[src/rtl/fsk_tx_sequencer.sv]
// fsk_tx_sequencer: turns a framed byte stream into enable/phase drive for the 8-bit FSK modulator.
//
// A frame is an alternating 1,0,... preamble followed by data bytes sent MSB first. Every bit
// lasts one full sweep of the 256-entry phase table: 256/PHASE_STEP sample strobes.
// A one-byte holding buffer decouples the valid/ready input from the bit timing.
// If the next byte is missing at a byte boundary and the current byte was not marked last,
// the frame is aborted.
//
// Optional feature: define FSK_PARITY_EN to append an even-parity bit after each byte's
// 8 data bits. The parity bit is the XOR of the 8 data bits.
//
// Ports:
//   clk, rst_n   clock (rising edge) and asynchronous active-low reset
//   sample_en    sample-rate strobe; phase and bit state advance only when high
//   in_data      data byte
//   in_valid     in_data/in_last valid
//   in_last      byte is the final byte of the frame
//   in_ready     byte accepted when in_valid & in_ready (combinational)
//   fsk_enable   current bit to the modulator (1 = table1, 0 = table2)
//   fsk_phase    phase index to the modulator
//   busy         frame in progress (preamble or data)
//   frame_done   one-cycle pulse at normal frame end
//   underrun     one-cycle pulse when a frame is aborted for lack of a byte
module fsk_tx_sequencer #(
    parameter int unsigned PHASE_STEP    = 32,
    parameter int unsigned PREAMBLE_BITS = 8
) (
    input  logic       clk,
    input  logic       rst_n,
    input  logic       sample_en,
    input  logic [7:0] in_data,
    input  logic       in_valid,
    input  logic       in_last,
    output logic       in_ready,
    output logic       fsk_enable,
    output logic [7:0] fsk_phase,
    output logic       busy,
    output logic       frame_done,
    output logic       underrun
);

    localparam logic [1:0] ST_IDLE     = 2'd0;
    localparam logic [1:0] ST_PREAMBLE = 2'd1;
    localparam logic [1:0] ST_DATA     = 2'd2;
    localparam logic [1:0] ST_DONE     = 2'd3;

`ifdef FSK_PARITY_EN
    localparam int unsigned BITS_PER_BYTE = 9;
`else
    localparam int unsigned BITS_PER_BYTE = 8;
`endif

    localparam logic [7:0] STEP       = 8'(PHASE_STEP);
    localparam logic [7:0] LAST_PHASE = 8'(256 - PHASE_STEP);
    localparam logic [6:0] PRE_LAST   = 7'(PREAMBLE_BITS - 1);
    localparam logic [3:0] LAST_BIT   = 4'(BITS_PER_BYTE - 1);

    logic [1:0] state;
    logic [7:0] buf_data;
    logic       buf_full;
    logic       buf_last;
    logic       last_seen;   // a byte flagged last has been accepted in this frame
    logic [6:0] shreg;       // bits still to send of the current byte; MSB is next
    logic       cur_last;    // byte currently on air is the final one
    logic [3:0] bit_idx;
    logic [6:0] pre_cnt;
`ifdef FSK_PARITY_EN
    logic       par_q;
`endif

    logic       handshake;
    logic       bit_end;
    logic       byte_end;
    logic       pre_end;
    logic       load_byte;
    logic [7:0] next_byte;
    logic       next_last;

    always_comb begin
        in_ready = 1'b0;
        case (state)
            ST_IDLE:              in_ready = 1'b1;
            ST_PREAMBLE, ST_DATA: in_ready = ~buf_full & ~last_seen;
            default:              in_ready = 1'b0;
        endcase
    end

    assign handshake = in_valid & in_ready;
    assign bit_end   = sample_en & (fsk_phase == LAST_PHASE);
    assign byte_end  = (state == ST_DATA) & bit_end & (bit_idx == LAST_BIT);
    assign pre_end   = (state == ST_PREAMBLE) & bit_end & (pre_cnt == PRE_LAST);

    // A byte boundary with an empty buffer but a same-cycle handshake bypasses the buffer.
    assign load_byte = pre_end | (byte_end & (buf_full | handshake));
    assign next_byte = buf_full ? buf_data : in_data;
    assign next_last = buf_full ? buf_last : in_last;

    always_ff @(posedge clk or negedge rst_n) begin
        if (!rst_n) begin
            state      <= ST_IDLE;
            fsk_phase  <= 8'd0;
            fsk_enable <= 1'b1;
            busy       <= 1'b0;
            frame_done <= 1'b0;
            underrun   <= 1'b0;
            buf_data   <= 8'd0;
            buf_full   <= 1'b0;
            buf_last   <= 1'b0;
            last_seen  <= 1'b0;
            shreg      <= 7'd0;
            cur_last   <= 1'b0;
            bit_idx    <= 4'd0;
            pre_cnt    <= 7'd0;
`ifdef FSK_PARITY_EN
            par_q      <= 1'b0;
`endif
        end else begin
            frame_done <= 1'b0;
            underrun   <= 1'b0;

            case (state)
                ST_IDLE: begin
                    if (handshake) begin
                        buf_data   <= in_data;
                        buf_last   <= in_last;
                        buf_full   <= 1'b1;
                        last_seen  <= in_last;
                        pre_cnt    <= 7'd0;
                        fsk_phase  <= 8'd0;
                        fsk_enable <= 1'b1;
                        busy       <= 1'b1;
                        state      <= ST_PREAMBLE;
                    end
                end

                ST_PREAMBLE: begin
                    if (sample_en) begin
                        // Wraps to 0 naturally on the bit boundary.
                        fsk_phase <= fsk_phase + STEP;
                        if (bit_end && !pre_end) begin
                            pre_cnt    <= pre_cnt + 7'd1;
                            // Preamble bit k is 1 for even k; next bit is k = pre_cnt + 1.
                            fsk_enable <= pre_cnt[0];
                        end
                        if (pre_end) begin
                            state <= ST_DATA;
                        end
                    end
                end

                ST_DATA: begin
                    if (handshake) begin
                        last_seen <= in_last;
                        if (!byte_end) begin
                            buf_data <= in_data;
                            buf_last <= in_last;
                            buf_full <= 1'b1;
                        end
                    end
                    if (sample_en) begin
                        fsk_phase <= fsk_phase + STEP;
                        if (bit_end && !byte_end) begin
                            bit_idx    <= bit_idx + 4'd1;
                            shreg      <= {shreg[5:0], 1'b0};
                            fsk_enable <= shreg[6];
`ifdef FSK_PARITY_EN
                            if (bit_idx == 4'd7) begin
                                fsk_enable <= par_q;
                            end
`endif
                        end
                        if (byte_end && !load_byte) begin
                            state      <= cur_last ? ST_DONE : ST_IDLE;
                            frame_done <= cur_last;
                            underrun   <= ~cur_last;
                            busy       <= 1'b0;
                            fsk_enable <= 1'b1;
                            last_seen  <= 1'b0;
                        end
                    end
                end

                ST_DONE: begin
                    fsk_phase  <= 8'd0;
                    fsk_enable <= 1'b1;
                    state      <= ST_IDLE;
                end

                default: state <= ST_IDLE;
            endcase

            if (load_byte) begin
                shreg      <= next_byte[6:0];
                fsk_enable <= next_byte[7];
                cur_last   <= next_last;
                bit_idx    <= 4'd0;
                buf_full   <= 1'b0;
`ifdef FSK_PARITY_EN
                par_q      <= ^next_byte;
`endif
            end
        end
    end

endmodule

[config.mk]
export PLATFORM = sky130hd
export DESIGN_NAME = fsk_tx_sequencer
export DESIGN_NICKNAME = d
export VERILOG_FILES = /design/src/rtl/fsk_tx_sequencer.sv
export SDC_FILE = /design/constraint.sdc
export NUM_CORES = 1
export LEC_CHECK = 0
export ABC_CLOCK_PERIOD_IN_PS = 3440
export BUFFER_PORTS_ARGS = -buffer_cell sky130_fd_sc_hd__buf_2
export CORE_MARGIN = 1
export CORE_UTILIZATION = 50
export DETAILED_ROUTE_END_ITERATION = 10
export GPL_ROUTABILITY_DRIVEN = 1
export PLACE_DENSITY = 0.7
export SLEW_MARGIN = 10
export SYNTH_ARGS = -nofsm -noshare
export SYNTH_HDL_FRONTEND = slang
export SYNTH_SLANG_ARGS = --single-unit
[constraint.sdc]
create_clock -name clk -period 3.44 [get_ports clk]
set_input_delay 0.172 -clock clk [delete_from_list [all_inputs] [get_ports clk]]
set_output_delay 0.172 -clock clk [all_outputs]
set_load 0.01 [all_outputs]
=== Word level (Yosys, flattened, before mapping) ===
Index checks and enable logic that the tools add are counted.

* Add/sub/neg operators: 3
* Eq/ne operators: 22
* Mux-type cells: 58
* Bitwise gates (word level): 13
* Reductions and logical operators: 22

{| class="wikitable"
|+ Operators with widths
! kind !! count
|-
| $mux 7 || 7
|-
| $mux 8 || 6
|-
| $mux 1 || 25
|-
| $pmux 8 s3 || 1
|-
| $mux 4 || 4
|-
| $pmux 8 s2 || 1
|-
| $reduce_and 4->1 || 4
|-
| $ne 3x3->1 const B || 5
|-
| $pmux 7 s2 || 1
|-
| $mux 2 || 6
|-
| $ne 2x2->1 const B || 6
|-
| $pmux 1 s2 || 5
|-
| $reduce_and 5->1 || 2
|-
| $reduce_bool 2->1 || 5
|-
| $add 8x6->8 const B || 1
|-
| $and 1x1->1 || 8
|-
| $eq 8x8->1 const B || 1
|-
| $pmux 2 s4 || 1
|-
| $add 7x1->7 const B || 1
|-
| $eq 7x3->1 const B || 1
|-
| $ne 2x1->1 const B || 3
|-
| $add 4x1->4 const B || 1
|-
| $eq 2x2->1 const B || 2
|-
| $eq 4x3->1 const B || 1
|-
| 13 further kinds || 20
|}

* Register bits: 44
* Output and inout port bits: 13
* Logic and storage cells: 132

=== Logic depth before layout (Yosys ltp) ===
* Word-level depth: 13
* Depth in mapped cells: 9
* Mapped depth without buffers: 7

=== Least setup slack after synthesis ===
No wires, ideal clock.

* Kind: flip-flop to flip-flop
* Start: register state[1]
* End: register fsk_enable
* Library setup time: 0.082 ns
* Arrival time: 2.116 ns
* Required time: 3.358 ns
* Setup slack: 1.242 ns
* Cell stages (with the launch flop): 8
* Period minus slack after synthesis: 2.198 ns
* Cells stage by stage: dfrtp_1 -> inv_1 -> ha_1 -> or3b_1 -> or4_1 -> buf_6 -> a21oi_4 -> mux2_2

* Word-level cells in the longest chain between the ends: 13
* Elaborated cells between the ends (all ways): 30

{| class="wikitable"
|+ RTL lines
! item !! RTL line !! text
|-
| start, declared || 58 || <nowiki>logic [1:0] state;</nowiki>
|-
| start signal, assigned || 173 || <nowiki>state <= cur_last ? ST_DONE : ST_IDLE;</nowiki>
|-
| $eq 2x2->1 / $eq 2x1->1 (equally long branches) || n/a ||
|-
| $reduce_or 2->1 (no source line) || n/a ||
|-
| $pmux 1 s2 || 81 || <nowiki>case (state)</nowiki>
|-
| $and 1x1->1 || 88 || <nowiki>assign handshake = in_valid & in_ready;</nowiki>
|-
| $or 1x1->1 || 94 || <nowiki>assign load_byte = pre_end | (byte_end & (buf_full | handshake));</nowiki>
|-
| $and 1x1->1 || 94 ||
|-
| $or 1x1->1 || 94 ||
|-
| $logic_not 1->1 || 172 || <nowiki>if (byte_end && !load_byte) begin</nowiki>
|-
| $logic_and 1x1->1 || 172 ||
|-
| $mux 1 || 172 ||
|-
| $mux 1 || 160 || <nowiki>if (sample_en) begin</nowiki>
|-
| $pmux 1 s4 || 121 || <nowiki>case (state)</nowiki>
|-
| $mux 1 || 192 || <nowiki>if (load_byte) begin</nowiki>
|-
| end signal, assigned || 143 || <nowiki>fsk_enable <= pre_cnt[0];</nowiki>
|-
| end signal, assigned || 165 || <nowiki>fsk_enable <= shreg[6];</nowiki>
|-
| end signal, assigned || 194 || <nowiki>fsk_enable <= next_byte[7];</nowiki>
|-
| end, declared || 35 || <nowiki>output logic fsk_enable,</nowiki>
|}

Parallel ways exist; a longest one is shown, timed or not. The select of a mux whose other input is x is not followed.
A chain may end at the register's enable or synchronous reset.

=== Final worst setup path ===
Ends and elaborated chain as after synthesis.

==> impl_metrics.yaml <==
run_status:
  status: "complete, but fails checks"
  violations: "negative hold slack"
logic_synthesis:
  syn_area_per_cell_sq_um: 10.13
  ys_top_cells_by_count: "dfrtp_1 (38), nor2_1 (19), nand2_1 (18)"
  synth_area_leader_cell: "dfrtp_1"
  synthArstFlopShare: 1.000
  synth-main-ff-cell: "dfrtp_1"
  yosysWarningCount: 0
  synth-edff-count: 0
  synth_seq_cells: 39
  synth.area.top_cells: "dfrtp_1 (43%), mux2_2 (6.6%), ha_1 (4.0%)"
  yosysSeqAreaShare: 0.4425
  post-synth-top-count-cell: "dfrtp_1"
  synth_top_area_share: 0.4306
  synth.distinct_cells: 54
  netlist_instances: 218
  synth_area_sq_um: 2208
power:
  leakage_uw: 0.001115
  power.density_cell_area_nw_per_um2: 733.3
  ir_drop_mv: 0.3473
cts:
  postCtsHoldBufs: 0
  cts_resized: 0
  clk_latency_ns: 0.29
  cts_buffers: 5
  clockBufferDepth: 2
  clkTransAtPathRegs_ns: 0.07
  cts-root-buf: "clkbuf_8"
  clock_sinks: 39
  cts_tree: "done"
  cts_setup_buffers: 0
  htree_levels: 2
timing:
  finalCritPeriodShare: 0.8248
  final_max_slew_viol_count: 0
  tightestPinTransition_ns: 0.8543
  fin_crit_ns: 2.837
  finClkSkew_ns: 0.005088
  finalSetupTns_ns: 0
  fin_hold_ws_ns: -0.01868
  timing.slew.headroom: 0.4304
  fmax_mhz: 352.4
  rsz0062_at_grt: "false"
  timing.final.hold_violations: 38
  finalSetupViolCount: 0
placed_design:
  place.gp.congestion: 0.8294
  numPortBuffers: 20
  dp_hpwl_mm: 2.971
worst_setup_path:
  cp.required_ns: 3.66
  cp.arrival_ns: 3.06
  cp_max_fo: 16
  timing.rr.end: "fsk_enable"
  ff2ff_setup_slack_ns: 0.60
  end_kind: "flip-flop"
  start_kind: "flip-flop"
  worstReg2RegStart: "state[1]"
  rr_worst_depth: 6
  path_class: "reg -> reg"
  crit_start: "state[1]"
die:
  die_area_sq_um: 4687
  io_pins: 26
  num_rows: 23
  start_util: 0.5366
  fp.dieW_um: 68.46
  die_h_um: 68.46
  core_sq_um: 4115
route:
  routedWlPerCell_um: 14.86
  drt-total-wl_mm: 4.266
  ant_nets: 0
  via_count: 1629
  drc_errors: 0
  first_pass_iters: 4
  drt_iter0_markers: 124
  viasPerCell: 5.676
grt:
  grt-ovfl-total: 0
  grt_max_degree: 40
  antenna_found_initial: 0
  grtUsageTotal: 0.2136
  grt_pass1_vias: 1487
  grt_pass1_wl_mm: 7.065
worst_hold_path:
  min_path_type: "in -> async"
cells_and_area:
  syn2layout_area_growth_pct: 7.989
  drive_above_1_share: 0.2152
  final_nets: 256
  diodes: 0
run:
  cap_violations: 0
report_power, final:
group	internal (uW)	switching (uW)
Sequential	611	121
Combinational	324	395
Clock	142	156
Total	1080	672
worst max path at each step:
stage | endpoint | slack [ns] | cells past startpoint
2_1_floorplan | fsk_enable | 1.24 | 7
3_3_place_gp | fsk_enable | 0.68 | 6
3_5_place_dp | fsk_enable | 0.63 | 6
4_1_cts | fsk_enable | 0.61 | 6
5_1_grt | fsk_enable | 0.46 | 6
6_report | fsk_enable | 0.60 | 6
layout by cell type, fill, tap and decap left out, types with 4 or more instances in the layout:
cell,netlist,final
dfrtp_1,38,38
mux2i_1,8,8
buf_2,0,20
inv_1,13,13
a221oi_1,4,4
a21oi_1,7,7
ha_1,7,7
conb_1,1,5
clkbuf_8,0,5
nand3_1,9,9
mux2_2,13,13
nor2_1,19,19
a22o_1,4,4
nand2_1,18,18
o21ai_0,11,11
nor3_1,4,4
nand4_1,4,4
stage by stage:
stage	worst slack, ns	util	instance area [sq um]	total power, uW	cells
after floorplan	1.242	-	2223	1274	222
after global placement	0.6828	0.5597	2303	1444	279
after detailed placement	0.6307	0.5597	2303	1457	279
after CTS	0.6058	0.5795	2385	1763	287
after global routing	0.4648	0.5795	2385	1885	287
final	0.6027	0.5795	2385	1749	287
cell families after synthesis:
| group | synth area share |
|---|---|
| and+or+nand+nor | 0.1858 |
| AOI/OAI and AO/OA | 0.1564 |
| adders and majority gates | 0.03966 |
| DFF | 0.4425 |
| xor gates and xnor gates | 0.01190 |
| buffers and inverters | 0.05949 |
| other | 0.001698 |
| muxes | 0.1026 |
registers in the layout, indices dropped and copies added (netlist names), 2 cells and up:
signal,count
buf_data,8
pre_cnt,7
shreg,7
bit_idx,4
fsk_phase,3
state,2
critical path, cell delays in order, from the launching register on:
cell and delay (ns):
dfrtp_1 0.42, inv_1 0.13, ha_1 0.39, or3b_1 0.40, or4_1 0.58, a21oi_4 0.48, mux2_2 0.39
per-layer routing:
layer | vias up | track usage | wire [um]
li1 | 817 | - | -
met1 | 769 | 0.2795 | 1994
met2 | 38 | 0.3321 | 2012
met3 | 5 | 0.05500 | 186
met4 | 0 | 0.09115 | 72
met5 | - | 0 | 0
cell type report:
type                            count  area (sq um)
Clock buffer                        7         76.32
Clock inverter                      1         5.005
Fill cell                         378          1730
Inverter                           13         48.80
Multi-Input combinational cell    157          1115
Sequential cell                    39         977.2
Tap cell                           50         62.56
Timing Repair Buffer               20         100.1
No activity file was read; power rests on OpenSTA's default activity.
